## src/rtl/encoder_arbiter_ctrl.sv

```systemverilog
// encoder_arbiter_ctrl: shares one downstream port between N requesters.
// Highest requesting index wins and its ID is binary-encoded. The arbiter adds
// grant hold, a one-cycle release gap, starvation preemption after MAX_HOLD
// cycles and enable gating.
// Optional build macro ROUND_ROBIN_EN: the winner search starts one below the
// last grantee and wraps, so the most recent grantee has the lowest priority.
// When the macro is undefined the arbiter uses fixed priority.
module encoder_arbiter_ctrl #(
  parameter int unsigned N        = 8,
  parameter int unsigned IDW      = 3,
  parameter int unsigned MAX_HOLD = 16
) (
  input  logic           clk,
  input  logic           rst,
  input  logic           en,
  input  logic [N-1:0]   req,
  output logic [N-1:0]   gnt,
  output logic [IDW-1:0] gnt_id,
  output logic           gnt_valid,
  output logic           preempt
);

  // Index space padded to 2**IDW so every select uses an exactly IDW-bit index.
  localparam int unsigned PW  = 1 << IDW;
  localparam int unsigned HCW = (MAX_HOLD > 0) ? $clog2(MAX_HOLD + 1) : 1;

  localparam logic [HCW-1:0] HoldMax  = HCW'(MAX_HOLD);
  localparam logic [HCW-1:0] HoldLast = (MAX_HOLD > 0) ? HCW'(MAX_HOLD - 1) : '0;
  localparam logic [N-1:0]   OneN     = {{(N-1){1'b0}}, 1'b1};

  typedef enum logic [1:0] {StIdle, StGrant, StRelease} state_e;

  state_e           state_q;
  logic [HCW-1:0]   hold_cnt_q;
  logic [N-1:0]     mask_q;
`ifdef ROUND_ROBIN_EN
  logic [IDW-1:0]   last_id_q;
`endif

  logic [N-1:0]     masked;
  logic [PW-1:0]    masked_pad;
  logic [PW-1:0]    req_pad;
  logic [N-1:0]     others;
  logic [IDW-1:0]   winner;
  logic             win_found;
  logic             preempt_due;

  assign masked     = req & ~mask_q;
  assign masked_pad = PW'(masked);
  assign req_pad    = PW'(req);
  // Requests from everyone except the current holder (gnt is one-hot of gnt_id).
  assign others     = req & ~gnt;

  assign preempt_due = (MAX_HOLD != 0) && (hold_cnt_q == HoldLast) && (others != '0);

`ifdef ROUND_ROBIN_EN
  int unsigned rr_start;
  int unsigned rr_idx;

  // Winner search: start one below the last grantee, walk downward with wrap.
  always_comb begin
    winner    = '0;
    win_found = 1'b0;
    rr_start  = (last_id_q == '0) ? (N - 1) : (int'(last_id_q) - 1);
    rr_idx    = 0;
    for (int unsigned k = 0; k < N; k++) begin
      rr_idx = (rr_start >= k) ? (rr_start - k) : (rr_start + N - k);
      if (!win_found && masked_pad[IDW'(rr_idx)]) begin
        winner    = IDW'(rr_idx);
        win_found = 1'b1;
      end
    end
  end
`else
  // Winner search: fixed priority, the highest set index overrides lower ones.
  always_comb begin
    winner    = '0;
    win_found = 1'b0;
    for (int unsigned i = 0; i < N; i++) begin
      if (masked[i]) begin
        winner    = IDW'(i);
        win_found = 1'b1;
      end
    end
  end
`endif

  // Arbiter FSM with registered grant outputs.
  always_ff @(posedge clk) begin
    if (rst) begin
      state_q    <= StIdle;
      gnt        <= '0;
      gnt_id     <= '0;
      gnt_valid  <= 1'b0;
      preempt    <= 1'b0;
      hold_cnt_q <= '0;
      mask_q     <= '0;
`ifdef ROUND_ROBIN_EN
      last_id_q  <= '0;
`endif
    end else begin
      preempt <= 1'b0;
      case (state_q)
        StIdle: begin
          if (en && win_found) begin
            state_q    <= StGrant;
            gnt        <= OneN << winner;
            gnt_id     <= winner;
            gnt_valid  <= 1'b1;
            hold_cnt_q <= '0;
            mask_q     <= '0;
`ifdef ROUND_ROBIN_EN
            last_id_q  <= winner;
`endif
          end else if ((masked == '0) && (req != '0)) begin
            // Only the preempted requester is asking: lift the mask and retry.
            mask_q <= '0;
          end
        end

        StGrant: begin
          if (hold_cnt_q != HoldMax) begin
            hold_cnt_q <= hold_cnt_q + HCW'(1);
          end
          if (!en || !req_pad[gnt_id]) begin
            state_q   <= StRelease;
            gnt       <= '0;
            gnt_id    <= '0;
            gnt_valid <= 1'b0;
          end else if (preempt_due) begin
            state_q   <= StRelease;
            gnt       <= '0;
            gnt_id    <= '0;
            gnt_valid <= 1'b0;
            preempt   <= 1'b1;
            // Keep the revoked holder out of the very next arbitration.
            mask_q    <= gnt;
          end
        end

        StRelease: begin
          state_q <= StIdle;
        end

        default: begin
          state_q   <= StIdle;
          gnt       <= '0;
          gnt_id    <= '0;
          gnt_valid <= 1'b0;
        end
      endcase
    end
  end

endmodule
```

## config.mk

```make
export PLATFORM = sky130hd
export DESIGN_NAME = encoder_arbiter_ctrl
export DESIGN_NICKNAME = d
export VERILOG_FILES = /design/src/rtl/encoder_arbiter_ctrl.sv
export SDC_FILE = /design/constraint.sdc
export NUM_CORES = 1
export LEC_CHECK = 0
export ABC_AREA = 1
export BUFFER_PORTS_ARGS = -buffer_cell sky130_fd_sc_hd__buf_4
export CORE_ASPECT_RATIO = 2
export CORE_MARGIN = 5
export CORE_UTILIZATION = 35
export CTS_CLUSTER_DIAMETER = 200
export DETAILED_ROUTE_END_ITERATION = 16
export GPL_ROUTABILITY_DRIVEN = 1
export GPL_TIMING_DRIVEN = 0
export PLACE_DENSITY = 0.59
export SYNTH_ARGS = -nofsm -noshare
export SYNTH_HDL_FRONTEND = slang
export SYNTH_SLANG_ARGS = --single-unit
export TNS_END_PERCENT = 1
```

## constraint.sdc

```tcl
create_clock -name clk -period 2 [get_ports clk]
set_input_delay 0.3 -clock clk [delete_from_list [all_inputs] [get_ports clk]]
set_output_delay 0.3 -clock clk [all_outputs]
set_load 0.02 [all_outputs]
```

# After elaboration in Yosys (flattened, before gate mapping)
# Cells that the tools add are included.
# W data, S select, Z words.
# word_totals
input_bits	11
output_inout_bits	13
register_bits	28
elab_cells	84
# op_classes
mux	42
n_lt_le_gt_ge	1
bitwise	6
n_eq_ne	10
reduce_logical	16
shifts	1
n_addsub	1
# op_table
operator	n
$mux W8	7
$mux W3	9
$pmux W8 S3	1
$and A8 B8 Y8	2
$not A8 Y8	2
$pmux W8 S2	1
$reduce_bool A8 Y1	2
$mux W1	14
$mux W5	2
$pmux W5 S2	1
$pmux W3 S3	1
$logic_not A8 Y1	1
$ne A2 B2 Y1 const B	4
$shl A1 B3 Y8 const A	1
$mux W2	3
$ne A3 B3 Y1 const B	2
$reduce_and A3 Y1	2
$add A5 B1 Y5 const B	1
$eq A5 B4 Y1 const B	1
$ne A5 B5 Y1 const B	1
$lt A3 B4 Y1 const B	1
$pmux W2 S2	1
$reduce_and A4 Y1	1
$bmux W1 S3	1
other kinds (11)	15

# Depth between registers and ports, before layout
# logic_depth
ltp_word	13
ltp_mapped	12
depth_no_buf	12

# Worst setup path before layout
# Ideal clock, no wire load.
# synth_path
path_type	register -> register
startpoint	register hold_cnt_q[1]
endpoint	register mask_q[0]
stages_incl_launch_ff	11
n_path_buf	0
t_required_ns	1.935
synth_period_minus_slack_ns	1.501
setup_ns	0.065
setup_slack_ns	0.499
arrival_ns	1.436
cell_sequence	dfxtp_1 > ha_1 > inv_1 > nor3_1 > ha_1 > nand3_1 > nand2_2 > nand3_2 > nand2_1 > nand2_1 > nor2_1
# synth_via
elab_chain_len	4
# synth_lines
element	line	text
start: declaration	34	logic [HCW-1:0] hold_cnt_q;
start signal: assignment	123	hold_cnt_q <= hold_cnt_q + HCW'(1);
$eq A5 B4 Y1	54	assign preempt_due = (MAX_HOLD != 0) && (hold_cnt_q == HoldLast) && (others != '0);
$logic_and A1 B1 Y1	54	
$ne A2 B2 Y1 (no line)	n/a	
$reduce_and A4 Y1 (no line)	n/a	
end signal: assignment	137	mask_q <= gnt;
end: declaration	35	logic [N-1:0] mask_q;
# No other way between the ends.
# A chain may end at the register's enable or synchronous reset.

# Final worst setup path
# layout_path
startpoint	register hold_cnt_q[0]
endpoint	register mask_q[3]
# The elaborated chain is that of the path after synthesis.

==> results.toml <==
[route]
vias = 1645
ant_nets = 0
finalWirelength_mm = 4.186
drt_iter0_drc = 50
first_pass_iters = 4
drc = 0
vias_per_cell = 4.741
wl_per_cell_microns = 12.06

[clocking]
hold_buffers = 0
cts_max_path_buffers = 2
cts.sinks = 28
cts_buffers = 3
insertion_delay_ns = 0.28
clk_pin_slew_ns = 0.09
post_cts_buffers = 0
cts-root-buf = "clkbuf_8"
tritoncts = "yes"
cts_resized = 0
htree_levels = 1

[setup_path]
cpPeakStageDelay_ns = 0.38
crit_required_ns = 2.22
slowest_stage = "dfxtp_1"
cp.arrival_ns = 1.99
setup.worst_path.start_class = "register"
cp-end-kind = "register"
worstPathMaxFanout = 9
critical_path_class = "register to register"
crit_chain = "ha_1, inv_1, nor3_1, ha_1, nand3_1, nand2_4, nand3_2, nand2_1, nand2_1, nor2_1"

[placement]
dp_hpwl_mm = 3.308
place_ws_ns = 0.2162
io_buffers = 23
place_inst = 344
gp_congestion = 0.9202
placed_cell_area_sq_um = 1844

[timing]
setup_violations = 0
finalSetupTns_ns = 0
skew_ns = 0.003986
slew_violations = 0
fmax_mhz = 563.3
max_slew_margin = 0.6234
timing.final.crit_share = 0.8876
hold_ws_ns = 0.2156
hold_viol_final = 0
worst_slew_pin_slew_ns = 0.5648
setup_ws_ns = 0.2248
rsz0062_at_grt = "no"
post-route-min-period_ns = 1.775

[synthesis]
synthesis.area_sq_um = 1603
syn_inst = 266
syn-num-nets = 280
synthTopCellsByArea = "dfxtp_1, nand2_1, inv_1"
synth_area_per_cell_sq_um = 6.026
ys_ff_latch = 28
synth_top_area_share = 0.3497
ys_types = 19
yosys_warnings = 0
ys_seq_area_frac = 0.3497
synth_top_cell_by_area = "dfxtp_1"

[finish]
fill_cells = 499
fin_area_sq_um = 1891
area_growth_pct = 17.95
drive_gt1_frac = 0.1301
final_cell_mix = "nand2_1, inv_1, nor2_1, dfxtp_1, buf_4"
instances_no_fill = 347
final_common_cell = "nand2_1"
final_core_util = 0.4191
fin_nets = 308
diodes = 0

[pwr]
power.switching_mw = 0.4694
pwr-share-comb = 0.299
ir_worst_vdd_mv = 0.3505
cellPowerDensity_nw_per_um2 = 714.7
p_clk_frac = 0.231
intPower_mw = 0.8818
leakagePower_nw = 0.9237
totalPowerFinal_mw = 1.351
seqPwrFrac = 0.470
p_sw_frac = 0.3474

[global_routing]
grt_max_degree = 15
antenna_found_initial = 0
track_usage = 0.1509
grt_pass1_wl_mm = 7.327
grt_pass1_vias = 1675
grt-ovfl-total = 0

[floorplan]
ios = 24
rows = 35
start_util = 0.3553
dieWidth_microns = 57.85
core-area_sq_um = 4511
dieArea_sq_um = 6115
dieHeight_microns = 105.7

[min_path]
hp-class = "input pin to register"

[job]
maxCapViolations = 0

[outcome]
outcome = "finished clean"
worst max-delay path, delay by kind of cell, from the launching register on:
kind / cells / cell delay (ns)
buffers and inverters: 1 / 0.06
adders and majority gates: 2 / 0.39
and+or+nand+nor: 7 / 0.89
DFF: 1 / 0.38
layout make-up:
cell class | instances | area (sq um) | area share
sequential | 28 | 560.5 | 0.2965
clock buffer | 3 | 41.29 | 0.02184
multi-input combinational | 190 | 859.6 | 0.4547
tap | 55 | 68.82 | 0.03640
buffer | 4 | 22.52 | 0.01191
timing repair buffer | 23 | 172.7 | 0.09133
inverter | 44 | 165.2 | 0.08736
final timing paths:
kind                              start  slack, ns  cells past startpoint                      to
max          hold_cnt_q[0]$_SDFFE_PP0P_       0.22                     10  mask_q[3]$_SDFFE_PP0P_
min                                 rst       0.22                      2     gnt[7]$_SDFFE_PP0P_
max reg2reg  hold_cnt_q[0]$_SDFFE_PP0P_       0.22                     10  mask_q[3]$_SDFFE_PP0P_
min reg2reg      gnt_valid$_SDFFE_PP0P_       0.47                      2  gnt_valid$_SDFFE_PP0P_
state kept, by name (all words and copies together) (netlist names):
register,count
gnt_valid,1
gnt,8
mask_q,8
state_q,2
gnt_id,3
preempt,1
hold_cnt_q,5
synth_stat cells:
master / number
nand2_1: 96
inv_1: 43
dfxtp_1: 28
nor2_1: 28
nand3_1: 18
a21oi_1: 14
nand4_1: 9
nand2_2: 6
o21ai_0: 6
nor3_1: 4
clkbuf_1: 3
ha_1: 3
nand3_2: 2
a21oi_2: 1
buf_6: 1
inv_2: 1
nand3b_1: 1
nor2_2: 1
o21ai_1: 1
cell families after synthesis:
| group | share of synthesized area |
|---|---|
| fa+ha+maj | 0.02342 |
| buf+inv | 0.1171 |
| simple gates | 0.4387 |
| flops | 0.3497 |
| compound gates | 0.07104 |
power groups by stage:
stage	logic (mW)	clock network, mW	registers (mW)
after floorplan	0.265	0	0.662
after global placement	0.400	0	0.647
after detailed placement	0.403	0	0.649
after CTS	0.405	0.330	0.636
after global routing	0.463	0.343	0.643
final	0.403	0.312	0.636
per-layer routing:
metal	part of all wire	global-route usage
met3	0.038	0.02206
met2	0.48	0.2508
met1	0.46	0.1850
met5	0	0
met4	0.019	0.07131
No activity file was read; power rests on OpenSTA's default activity.
